### src/rtl/calc_pkg.sv
// calc_pkg: shared status/state encodings and default command codes
// for the calc command scheduler.
package calc_pkg;

   typedef enum logic [1:0] {
      ST_READY = 2'b00,
      ST_BUSY  = 2'b01,
      ST_ERROR = 2'b10
   } status_e;

   localparam logic [3:0] NOP_CMD_DEF = 4'hF;
   localparam logic [3:0] CLR_CMD_DEF = 4'hE;

   typedef enum logic [1:0] {
      S_IDLE,
      S_ISSUE,
      S_WAIT,
      S_ERR
   } sched_state_e;

endpackage

### src/rtl/calc_cmd_sched_if.sv
// calc_cmd_sched_if: two-requester valid/ready command bundle.
// master = command source side, slave = scheduler side.
interface calc_cmd_sched_if;
   logic [1:0]      req_valid;
   logic [1:0][3:0] req_cmd;
   logic [1:0]      req_ready;

   modport master (
      output req_valid,
      output req_cmd,
      input  req_ready
   );

   modport slave (
      input  req_valid,
      input  req_cmd,
      output req_ready
   );
endinterface

### src/rtl/calc_cmd_fifo.sv
// calc_cmd_fifo: DEPTH x 4-bit synchronous FIFO with flush.
// Flush wins over push/pop in the same cycle.
module calc_cmd_fifo #(
   parameter int DEPTH = 4
) (
   input  logic                    i_clk,
   input  logic                    i_rst,
   input  logic                    i_push,
   input  logic                    i_pop,
   input  logic                    i_flush,
   input  logic [3:0]              i_data,
   output logic [3:0]              o_data,
   output logic [$clog2(DEPTH):0]  o_count,
   output logic                    o_full,
   output logic                    o_empty
);
   localparam int AW = $clog2(DEPTH);

   logic [3:0]    r_mem [DEPTH];
   logic [AW-1:0] r_wr;
   logic [AW-1:0] r_rd;
   logic [AW:0]   r_count;
   logic          w_push;
   logic          w_pop;

   assign o_empty = (r_count == '0);
   assign o_full  = (r_count == (AW+1)'(DEPTH));
   assign o_count = r_count;
   assign o_data  = r_mem[r_rd];

   // a pop frees a slot, so push into a full FIFO is fine alongside it
   assign w_pop  = i_pop && !o_empty;
   assign w_push = i_push && (!o_full || w_pop);

   always_ff @(posedge i_clk) begin
      if (i_rst || i_flush) begin
         r_wr    <= '0;
         r_rd    <= '0;
         r_count <= '0;
      end else begin
         if (w_push) r_wr <= r_wr + AW'(1);
         if (w_pop)  r_rd <= r_rd + AW'(1);
         r_count <= r_count + (AW+1)'(w_push) - (AW+1)'(w_pop);
      end
   end

   always_ff @(posedge i_clk) begin
      if (w_push && !i_flush && !i_rst) r_mem[r_wr] <= i_data;
   end

endmodule

### src/rtl/calc_cmd_sched.sv
// calc_cmd_sched: arbitrates two command sources into a FIFO and issues to calc.
// Define CALC_SCHED_PRIO_EN for fixed priority (requester 0 always wins).
module calc_cmd_sched
   import calc_pkg::*;
#(
   parameter int         DEPTH   = 4,
   parameter int         TIMEOUT = 64,
   parameter logic [3:0] NOP_CMD = NOP_CMD_DEF,
   parameter logic [3:0] CLR_CMD = CLR_CMD_DEF
) (
   input  logic                   i_clk,
   input  logic                   i_rst,
   calc_cmd_sched_if.slave        req_if,
   input  logic [1:0]             i_status,
   output logic [3:0]             o_cmd_out,
   output logic [$clog2(DEPTH):0] o_fifo_count,
   output logic                   o_sched_busy,
   output logic                   o_err_flag,
   output logic [7:0]             o_drop_cnt
);
   localparam int TW = $clog2(TIMEOUT) + 1;

   sched_state_e  r_state;
   sched_state_e  w_next;
   logic [TW-1:0] r_timer;
   logic [3:0]    r_cmd_out;
   logic          r_err;
   logic [7:0]    r_drop;

   logic [1:0] w_gnt;
   logic [1:0] w_rdy;
   logic       w_full;
   logic       w_empty;
   logic       w_acc;
   logic       w_sel;
   logic       w_in_err;
   logic [3:0] w_acc_cmd;
   logic [3:0] w_head;
   logic [3:0] w_issue_cmd;
   logic       w_push;
   logic       w_pop;
   logic       w_flush;
   logic       w_err_drop;
   logic       w_err_clr;
   logic       w_err_set;
   logic       w_err_unset;
   logic       w_st_err;
   logic [8:0] w_add;
   logic [8:0] w_drop_sum;

`ifdef CALC_SCHED_PRIO_EN
   always_comb begin
      w_gnt = 2'b00;
      if (req_if.req_valid[0])      w_gnt = 2'b01;
      else if (req_if.req_valid[1]) w_gnt = 2'b10;
   end
`else
   logic r_rr;

   always_comb begin
      w_gnt = 2'b00;
      if (!r_rr)
         w_gnt = req_if.req_valid[0] ? 2'b01 : {req_if.req_valid[1], 1'b0};
      else
         w_gnt = req_if.req_valid[1] ? 2'b10 : {1'b0, req_if.req_valid[0]};
   end

   always_ff @(posedge i_clk) begin
      if (i_rst)      r_rr <= 1'b0;
      else if (w_acc) r_rr <= ~w_sel;
   end
`endif

   assign w_in_err = (r_state == S_ERR);
   assign w_st_err = i_status[1];
   // ERR mode keeps accepting so clear/drop traffic never stalls
   assign w_rdy    = (!i_rst && (w_in_err || !w_full)) ? w_gnt : 2'b00;
   assign req_if.req_ready = w_rdy;

   assign w_acc      = |w_rdy;
   assign w_sel      = w_rdy[1];
   assign w_acc_cmd  = req_if.req_cmd[w_sel];
   assign w_push     = w_acc && !w_in_err && (w_acc_cmd != NOP_CMD);
   assign w_err_drop = w_acc && w_in_err && (w_acc_cmd != NOP_CMD)
                       && (w_acc_cmd != CLR_CMD);
   assign w_err_clr  = w_acc && w_in_err && (w_acc_cmd == CLR_CMD);

   always_comb begin
      w_next    = r_state;
      w_pop     = 1'b0;
      w_flush   = 1'b0;
      w_err_set = 1'b0;
      unique case (r_state)
         S_IDLE: begin
            if (!w_empty) begin
               if (i_status == ST_READY) begin
                  w_pop  = 1'b1;
                  w_next = S_ISSUE;
               end else if (w_st_err) begin
                  w_flush   = 1'b1;
                  w_err_set = 1'b1;
                  w_next    = S_ERR;
               end
            end else if (w_st_err) begin
               w_err_set = 1'b1;
            end
         end
         S_ISSUE: w_next = S_WAIT;
         S_WAIT: begin
            // timer starts at 1 in WAIT, so >=2 means two WAIT cycles done
            if (r_timer >= TW'(2)) begin
               if (i_status == ST_READY) begin
                  w_next = S_IDLE;
               end else if (w_st_err || r_timer == TW'(TIMEOUT - 1)) begin
                  w_flush   = 1'b1;
                  w_err_set = 1'b1;
                  w_next    = S_ERR;
               end
            end
         end
         S_ERR: begin
            if (w_err_clr) w_next = S_ISSUE;
         end
      endcase
   end

   assign w_issue_cmd = w_in_err ? CLR_CMD : w_head;
   assign w_err_unset = (w_next == S_ISSUE) && (w_issue_cmd == CLR_CMD);
   assign w_add       = w_flush ? (9'(o_fifo_count) + 9'(w_push))
                                : 9'(w_err_drop);
   assign w_drop_sum  = {1'b0, r_drop} + w_add;

   always_ff @(posedge i_clk) begin
      if (i_rst) begin
         r_state   <= S_IDLE;
         r_timer   <= '0;
         r_cmd_out <= NOP_CMD;
         r_err     <= 1'b0;
         r_drop    <= 8'd0;
      end else begin
         r_state   <= w_next;
         r_cmd_out <= (w_next == S_ISSUE) ? w_issue_cmd : NOP_CMD;
         if (w_next == S_ISSUE)  r_timer <= '0;
         else if (o_sched_busy) r_timer <= r_timer + TW'(1);
         if (w_err_set)        r_err <= 1'b1;
         else if (w_err_unset) r_err <= 1'b0;
         if (w_flush || w_err_drop)
            r_drop <= w_drop_sum[8] ? 8'hFF : w_drop_sum[7:0];
      end
   end

   calc_cmd_fifo #(
      .DEPTH (DEPTH)
   ) u_fifo (
      .i_clk   (i_clk),
      .i_rst   (i_rst),
      .i_push  (w_push),
      .i_pop   (w_pop),
      .i_flush (w_flush),
      .i_data  (w_acc_cmd),
      .o_data  (w_head),
      .o_count (o_fifo_count),
      .o_full  (w_full),
      .o_empty (w_empty)
   );

   assign o_cmd_out    = r_cmd_out;
   assign o_sched_busy = (r_state == S_ISSUE) || (r_state == S_WAIT);
   assign o_err_flag   = r_err;
   assign o_drop_cnt   = r_drop;

endmodule

### src/flat_wrapper.sv
// flat-port wrapper written by rule: the top's interface ports become plain ports
module calc_cmd_sched_flat import calc_pkg::*;
#(
   parameter int         DEPTH   = 4,
   parameter int         TIMEOUT = 64,
   parameter logic [3:0] NOP_CMD = NOP_CMD_DEF,
   parameter logic [3:0] CLR_CMD = CLR_CMD_DEF
)
  (i_clk, i_rst, i_status, o_cmd_out, o_fifo_count, o_sched_busy, o_err_flag, o_drop_cnt, req_if_req_valid, req_if_req_cmd, req_if_req_ready);
  calc_cmd_sched_if req_if_i ();
  input  logic i_clk;
  input  logic i_rst;
  input  logic [1:0] i_status;
  output logic [3:0] o_cmd_out;
  output logic [$clog2(DEPTH):0] o_fifo_count;
  output logic o_sched_busy;
  output logic o_err_flag;
  output logic [7:0] o_drop_cnt;
  input wire logic [$bits(req_if_i.req_valid)-1:0] req_if_req_valid;
  input wire logic [$bits(req_if_i.req_cmd)-1:0] req_if_req_cmd;
  output wire logic [$bits(req_if_i.req_ready)-1:0] req_if_req_ready;
  assign req_if_i.req_valid = req_if_req_valid;
  assign req_if_i.req_cmd = req_if_req_cmd;
  assign req_if_req_ready = req_if_i.req_ready;
  calc_cmd_sched #(.DEPTH(DEPTH), .TIMEOUT(TIMEOUT), .NOP_CMD(NOP_CMD), .CLR_CMD(CLR_CMD)) u_core (.i_clk(i_clk), .i_rst(i_rst), .req_if(req_if_i), .i_status(i_status), .o_cmd_out(o_cmd_out), .o_fifo_count(o_fifo_count), .o_sched_busy(o_sched_busy), .o_err_flag(o_err_flag), .o_drop_cnt(o_drop_cnt));
endmodule
### config.mk
export PLATFORM = sky130hd
export DESIGN_NAME = calc_cmd_sched_flat
export DESIGN_NICKNAME = d
export VERILOG_FILES = /design/src/rtl/calc_pkg.sv /design/src/rtl/calc_cmd_sched_if.sv /design/src/rtl/calc_cmd_fifo.sv /design/src/rtl/calc_cmd_sched.sv /design/src/flat_wrapper.sv
export SDC_FILE = /design/constraint.sdc
export NUM_CORES = 1
export LEC_CHECK = 0
export CORE_MARGIN = 2
export CORE_UTILIZATION = 51
export DETAILED_ROUTE_END_ITERATION = 16
export GPL_TIMING_DRIVEN = 0
export PLACE_DENSITY = 0.76
export SKIP_CTS_REPAIR_TIMING = 1
export SLEW_MARGIN = 20
export SYNTH_ARGS = -nofsm -noshare
export SYNTH_HDL_FRONTEND = slang
export SYNTH_HIERARCHICAL = 1
export SYNTH_SLANG_ARGS = --single-unit
### constraint.sdc
create_clock -name i_clk -period 9.45 [get_ports i_clk]
set_clock_uncertainty 0.15 [all_clocks]
set_input_delay 1.89 -clock i_clk [delete_from_list [all_inputs] [get_ports i_clk]]
set_output_delay 1.89 -clock i_clk [all_outputs]
set_load 0.01 [all_outputs]
* Word-level counts from Yosys, hierarchy flattened
Memories as Yosys holds them, arrays and structs flattened. A register that Yosys moved wholly into a read port is not among the register bits.
Cells that the tools add are included.
** Storage, ports and cells
- Flip-flop bits (word level) :: 30
- Bits in latches :: 0
- RAM bits :: 16
- Bits in read-only memories :: 0
- Input port bits :: 14
- Output and inout port bits :: 19
- Word-level logic and storage cells :: 96
- Memories :: 1
** Memory list
- u_core.u_fifo.r_mem :: words 4, width 4, read ports 1, clocked after memory_dff 1, wr ports 1, line calc_cmd_fifo.sv:19 : logic [3:0] r_mem [DEPTH];
** Cells by class
- $add $sub $neg :: 7
- Multiply operators :: 0
- Divide/modulo/power cells :: 0
- Magnitude comparators :: 2
- Equality and inequality tests :: 10
- Shift operators :: 0
- Mux-type cells :: 35
- Bitwise operators :: 2
- Reductions and logical operators :: 30
** Operators with widths (number)
- $mux 2 :: 13
- $mux 1 :: 14
- $logic_and 1x1->1 :: 12
- $mux 4 :: 3
- $add 8x9->9 :: 1
- $mux 9 :: 1
- $eq 4x4->1 const B :: 2
- $mux 8 :: 1
- $ne 4x4->1 const B :: 2
- $pmux 2 s4 :: 1
- $add 7x1->7 const B :: 1
- $eq 7x6->1 const B :: 1
- $ge 7x2->1 const B :: 1
- $logic_or 1x1->1 :: 6
- $reduce_or 2->1 :: 3
- $logic_not 1->1 :: 5
- $add 2x1->2 const B :: 2
- $add 3x1->4 :: 1
- $eq 2x1->1 const B :: 2
- $eq 2x2->1 const B :: 2
- $logic_not 2->1 :: 2
- $pmux 1 s2 :: 2
- $add 3x1->3 :: 1
- $eq 3x3->1 const B :: 1
- other kinds (5) :: 6

* Longest topological paths before layout
- Word-level depth :: 15
- Gate-level depth with buffers :: 17
- Mapped depth without buffers :: 16

* Cells and area by module
Netlist, hierarchy kept.
** By module, submodules not included
- calc_cmd_sched :: times used 1, cells an instance 174, area each 1554.0 um^2, sequential area each 460.4 um^2
- calc_cmd_fifo :: times used 1, cells an instance 71, area each 1081.0 um^2, sequential area each 660.6 um^2

* Least setup slack after synthesis
OpenSTA, ideal clock, no wires.
- Path type :: in2reg
- Start point :: input i_rst
- End point :: register u_core.r_drop[5] (netlist: u_core/o_drop_cnt[5])
- Library setup time :: 0.079 ns
- Data arrival time :: 4.824 ns
- Required time :: 9.221 ns
- Path slack :: 4.397 ns
- Stages on the path :: 15
- Path buffers :: 1
- Cell sequence :: buf_2 -> nor4b_4 -> o21bai_1 -> a22oi_1 -> nor2_1 -> ha_1 -> ha_1 -> xnor2_1 -> nor2_1 -> ha_1 -> a21o_1 -> a21o_1 -> nor3b_1 -> nor3_2 -> a211oi_2
** Between the ends
- Cells in the longest elaborated chain, start to end :: 11
- Elaborated cells on any way between the ends :: 18
- Those cells by class :: add/sub (2); eq/ne (2); mux (5); reduce/logical (9)
** Ends and longest elaborated chain
- from (decl) :: line flat_wrapper.sv:12 : input logic i_rst;
- $logic_not 1->1 (*) :: line calc_cmd_sched.sv:77 : assign w_rdy = (!i_rst && (w_in_err || !w_full)) ? w_gnt : 2'b00;
- $logic_and 1x1->1 (*) :: line calc_cmd_sched.sv:77
- $mux 2 (*) :: line calc_cmd_sched.sv:77
- via req_if_req_ready[1] :: line flat_wrapper.sv:21 : output wire logic [$bits(req_if_i.req_ready)-1:0] req_if_req_ready;
- $mux 4 (not written as such) (2 in a row) :: line calc_cmd_sched.sv:82 : assign w_acc_cmd = req_if.req_cmd[w_sel];
- $ne 4x4->1 :: line calc_cmd_sched.sv:83 : assign w_push = w_acc && !w_in_err && (w_acc_cmd != NOP_CMD);
- $logic_and 1x1->1 (*) :: line calc_cmd_sched.sv:83
- via u_core.w_push :: line calc_cmd_sched.sv:40 : logic w_push;
- $add 3x1->4 (*) :: line calc_cmd_sched.sv:129 : assign w_add = w_flush ? (9'(o_fifo_count) + 9'(w_push))
- $mux 9 (*) :: line calc_cmd_sched.sv:129
- $add 8x9->9 (*) :: line calc_cmd_sched.sv:131 : assign w_drop_sum = {1'b0, r_drop} + w_add;
- $mux 8 (*) :: line calc_cmd_sched.sv:148 : r_drop <= w_drop_sum[8] ? 8'hFF : w_drop_sum[7:0];
- to (signal assigned) :: line calc_cmd_sched.sv:148
- to (decl) :: line calc_cmd_sched.sv:28 : logic [7:0] r_drop;
Mark *: on every way through the listed nets, which the timed path passes. The rest lies on a longest branch. The select of a mux whose other input is x is not followed.
A chain may end at the register's enable or synchronous reset.

* Worst setup path in the final report
- Start point :: input i_rst
- End point :: output req_if_req_ready[1]
** Between the ends
- Cells in the longest elaborated chain, start to end :: 3
** Ends and longest elaborated chain (line)
- $logic_not 1->1 :: calc_cmd_sched.sv:77
- $logic_and 1x1->1 :: calc_cmd_sched.sv:77
- $mux 2 :: calc_cmd_sched.sv:77
- to (decl) :: flat_wrapper.sv:21
Every way passes these cells.

==> results_dict.tcl <==
set metrics [dict create \
    outcome "finished clean" \
    n_antenna_cell 0 \
    max-cap-violations 0 \
    setup.worst_path.start_class "input port" \
    ys.warnings.count 6 \
    final_layout_size_suffix_gt1_share_pct 11.6 \
    ys_types 61 \
    leakage_nw 1.18 \
    yosysTopAreaCell "dfxtp_1" \
    multi_input_area_um2 1420 \
    cp_max_fo 10 \
    period_needed_ns 5.92 \
    setup_violations 0 \
    syn_inst 245 \
    final_core_util_pct 62.9 \
    synth-compound-area-share_pct 12.5 \
    hold_class "reg2reg" \
    yosys-mux-area-fraction_pct 6.65 \
    synth_top_area_share_pct 24.3 \
    final_cell_mix "32 x clkdlybuf4s50_1, 32 x dfxtp_1, 22 x nor2_1" \
    grt_pass1_vias 1817 \
    area_growth_pct 20.4 \
    synth_top_family_by_area "simple AND/OR/NAND/NOR gates" \
    gp_congestion 0.815 \
    ios 33 \
    synth_area_um2 2640 \
    syn_nets 278 \
    cp-end-kind "primary output" \
    r2r_end "u_core/o_drop_cnt[5]" \
    hold_path_depth 2 \
    crit_type "in2out" \
    fmax_ghz 0.169 \
    rsz0062_at_grt "no" \
    reg2reg_depth 16 \
    seq_area_um2 1120 \
    fillerInstances 426 \
    chipHeight_um 75.9 \
    start_util_pct 52.3 \
    die_x_um 75.9 \
    design_area_um2 3170 \
    setup-tns-final_ns 0 \
    dp_cells 347 \
    io_buffers 32 \
    grt_max_degree 15 \
    synth.area.top_cells "dfxtp_1 24%, edfxtp_1 18%, ha_1 8.1%, mux4_2 3.4%, nor2_1 3.1%" \
    seq_area_frac_synth_pct 42.5 \
    slew_headroom_pct 53.4 \
    rows 26 \
    grt_pass1_wl_mm 8.14 \
    cts_sinks 48 \
    placed_area_um2 3040 \
    dieArea_um2 5760 \
    dpl_worst_slack_ns 3.44 \
    fin_ws_ns 3.53 \
    cp.arrival_ns 3.88 \
    synth-edff-count 16 \
    hold_viol 0 \
    via_count 1934 \
    nets 317 \
    async_reset_ff_share_pct 0 \
    routed_wl_mm 4.97 \
    routedWlPerCell_um 14.0 \
    synth_xor_area_share_pct 3.99 \
    r2r_setup_slack_ns 5.17 \
    hp-start "u_core/u_fifo/r_wr[0]" \
    clk_pin_slew_worst_paths_ns 0.08 \
    grt_use_total_pct 18.7 \
    period_share_pct 62.7 \
    first_pass_iters 4 \
    numCtsBuffers 5 \
    drc 0 \
    fin_cells 354 \
    clk-insertion-delay-late_ns 0.30 \
    htree_num_levels 2 \
    slew_violations 0 \
    core_um2 5040 \
    cts_root_buf "clkbuf_8" \
    dp.final_hpwl_mm 3.73 \
    required_ns 7.41 \
    ant_nets 0 \
    antenna_found_initial 0 \
    syn_area_per_cell_um2 10.8 \
    via_per_inst 5.46 \
    first_iter_violations 88 \
    ctsLongestPathBuffers 2 \
    overflow 0 \
    r2r-start "u_core/u_fifo/o_count[1]" \
    vdd_ir_drop_max_mv 0.116 \
    yosys_register_bits 48 \
    cts_tree "yes" \
    ys.flop_type "dfxtp_1" \
    tightest_slew_ns 0.697 \
    yosys.area_share.simple_pct 21.0 \
    whs_endpoint "u_core/u_fifo/r_wr[0]" \
    synth_fa_ha_area_share_pct 9.59 \
    power_density_nw_per_um2 247 \
]
==> final cells by class <==
cell class                 count  share of cell area [%]
clock buffer                   5                    2.17
clock inverter                 2                    1.89
buffer                         7                    1.34
sequential                    48                    35.3
timing repair buffer          32                    10.1
inverter                      15                    1.78
tap                           70                    2.76
multi-input combinational    175                    44.6
==> cell usage after synthesis, drive strengths merged, types with 2 or more instances <==
| cell | count |
|---|---|
| mux2i | 4 |
| and2 | 3 |
| nor3b | 3 |
| mux2 | 4 |
| dfxtp | 32 |
| edfxtp | 16 |
| nand3 | 7 |
| nor2 | 23 |
| nor2b | 3 |
| a211oi | 3 |
| clkbuf | 4 |
| xnor2 | 6 |
| nor4b | 5 |
| nand4 | 4 |
| a21boi | 2 |
| inv | 15 |
| nor3 | 18 |
| a41oi | 3 |
| nand2b | 3 |
| and3 | 5 |
| o211ai | 3 |
| a22oi | 2 |
| o21a | 4 |
| ha | 17 |
| a21o | 3 |
| nor4 | 3 |
| fa | 2 |
| or4 | 2 |
| buf | 3 |
| mux4 | 4 |
| nand2 | 8 |
| xor2 | 6 |
| o21ai | 4 |
| a21oi | 8 |
==> cell families after synthesis <==
logic type               Yosys count
AO/OA/AOI/OAI                     39
XOR/XNOR                          12
adder cells (fa/ha/maj)           19
buffers and inverters             22
flip-flops                        48
multiplexers                      12
AND/OR/NAND/NOR                   93
==> worst max-delay path by stage <==
stage | startpoint | endpoint | slack, ns | depth (start not counted)
floorplan | i_rst | u_core/o_drop_cnt[5] | 4.40 | 15
finish | i_rst | req_if_req_ready[1] | 3.53 | 4
CTS | i_rst | req_if_req_ready[1] | 3.52 | 4
global placement | i_rst | u_core/o_drop_cnt[5] | 3.48 | 16
detailed placement | i_rst | u_core/o_drop_cnt[5] | 3.44 | 16
global route | i_rst | u_core/o_drop_cnt[5] | 3.36 | 16
==> registers in the layout, summed over array words and instances (netlist names), 2 cells and up, named ones only <==
name                   count
u_core/u_fifo/r_mem       16
u_core/o_drop_cnt          8
u_core/r_timer             7
u_core/o_cmd_out           4
u_core/u_fifo/o_count      3
u_core/r_state             2
u_core/u_fifo/r_rd         2
u_core/u_fifo/r_wr         2
==> worst max-delay path, stage by stage <==
cell,delay (ns)
clkdlybuf4s50_1,0.49
buf_2,0.24
nor4b_4,0.61
clkdlybuf4s50_1,0.65
==> routing by layer <==
| metal | vias up | track usage (%) | wire length [um] |
|---|---|---|---|
| met5 | - | 0 | 0 |
| met4 | 0 | 5.65 | 53 |
| met3 | 6 | 3.70 | 165 |
| met2 | 39 | 31.2 | 2430 |
| met1 | 916 | 24.6 | 2330 |
| li1 | 973 | - | - |
==> power breakdown <==
part           switching, mW  total [mW]  leakage [nW]  internal (mW)
logic                  0.172       0.332         0.712          0.159
clock network         0.0665       0.171        0.0642          0.104
registers             0.0335       0.281         0.405          0.248
==> per-stage QoR <==
stage | hold slack, ns | power [mW]
finish | 0.351 | 0.784
global route | 0.369 | 0.839
CTS | 0.353 | 0.789
detailed placement | 0.341 | 0.619
global placement | 0.330 | 0.610
floorplan | 0.316 | 0.519
Note: power is estimated with default switching activity, not from simulation.
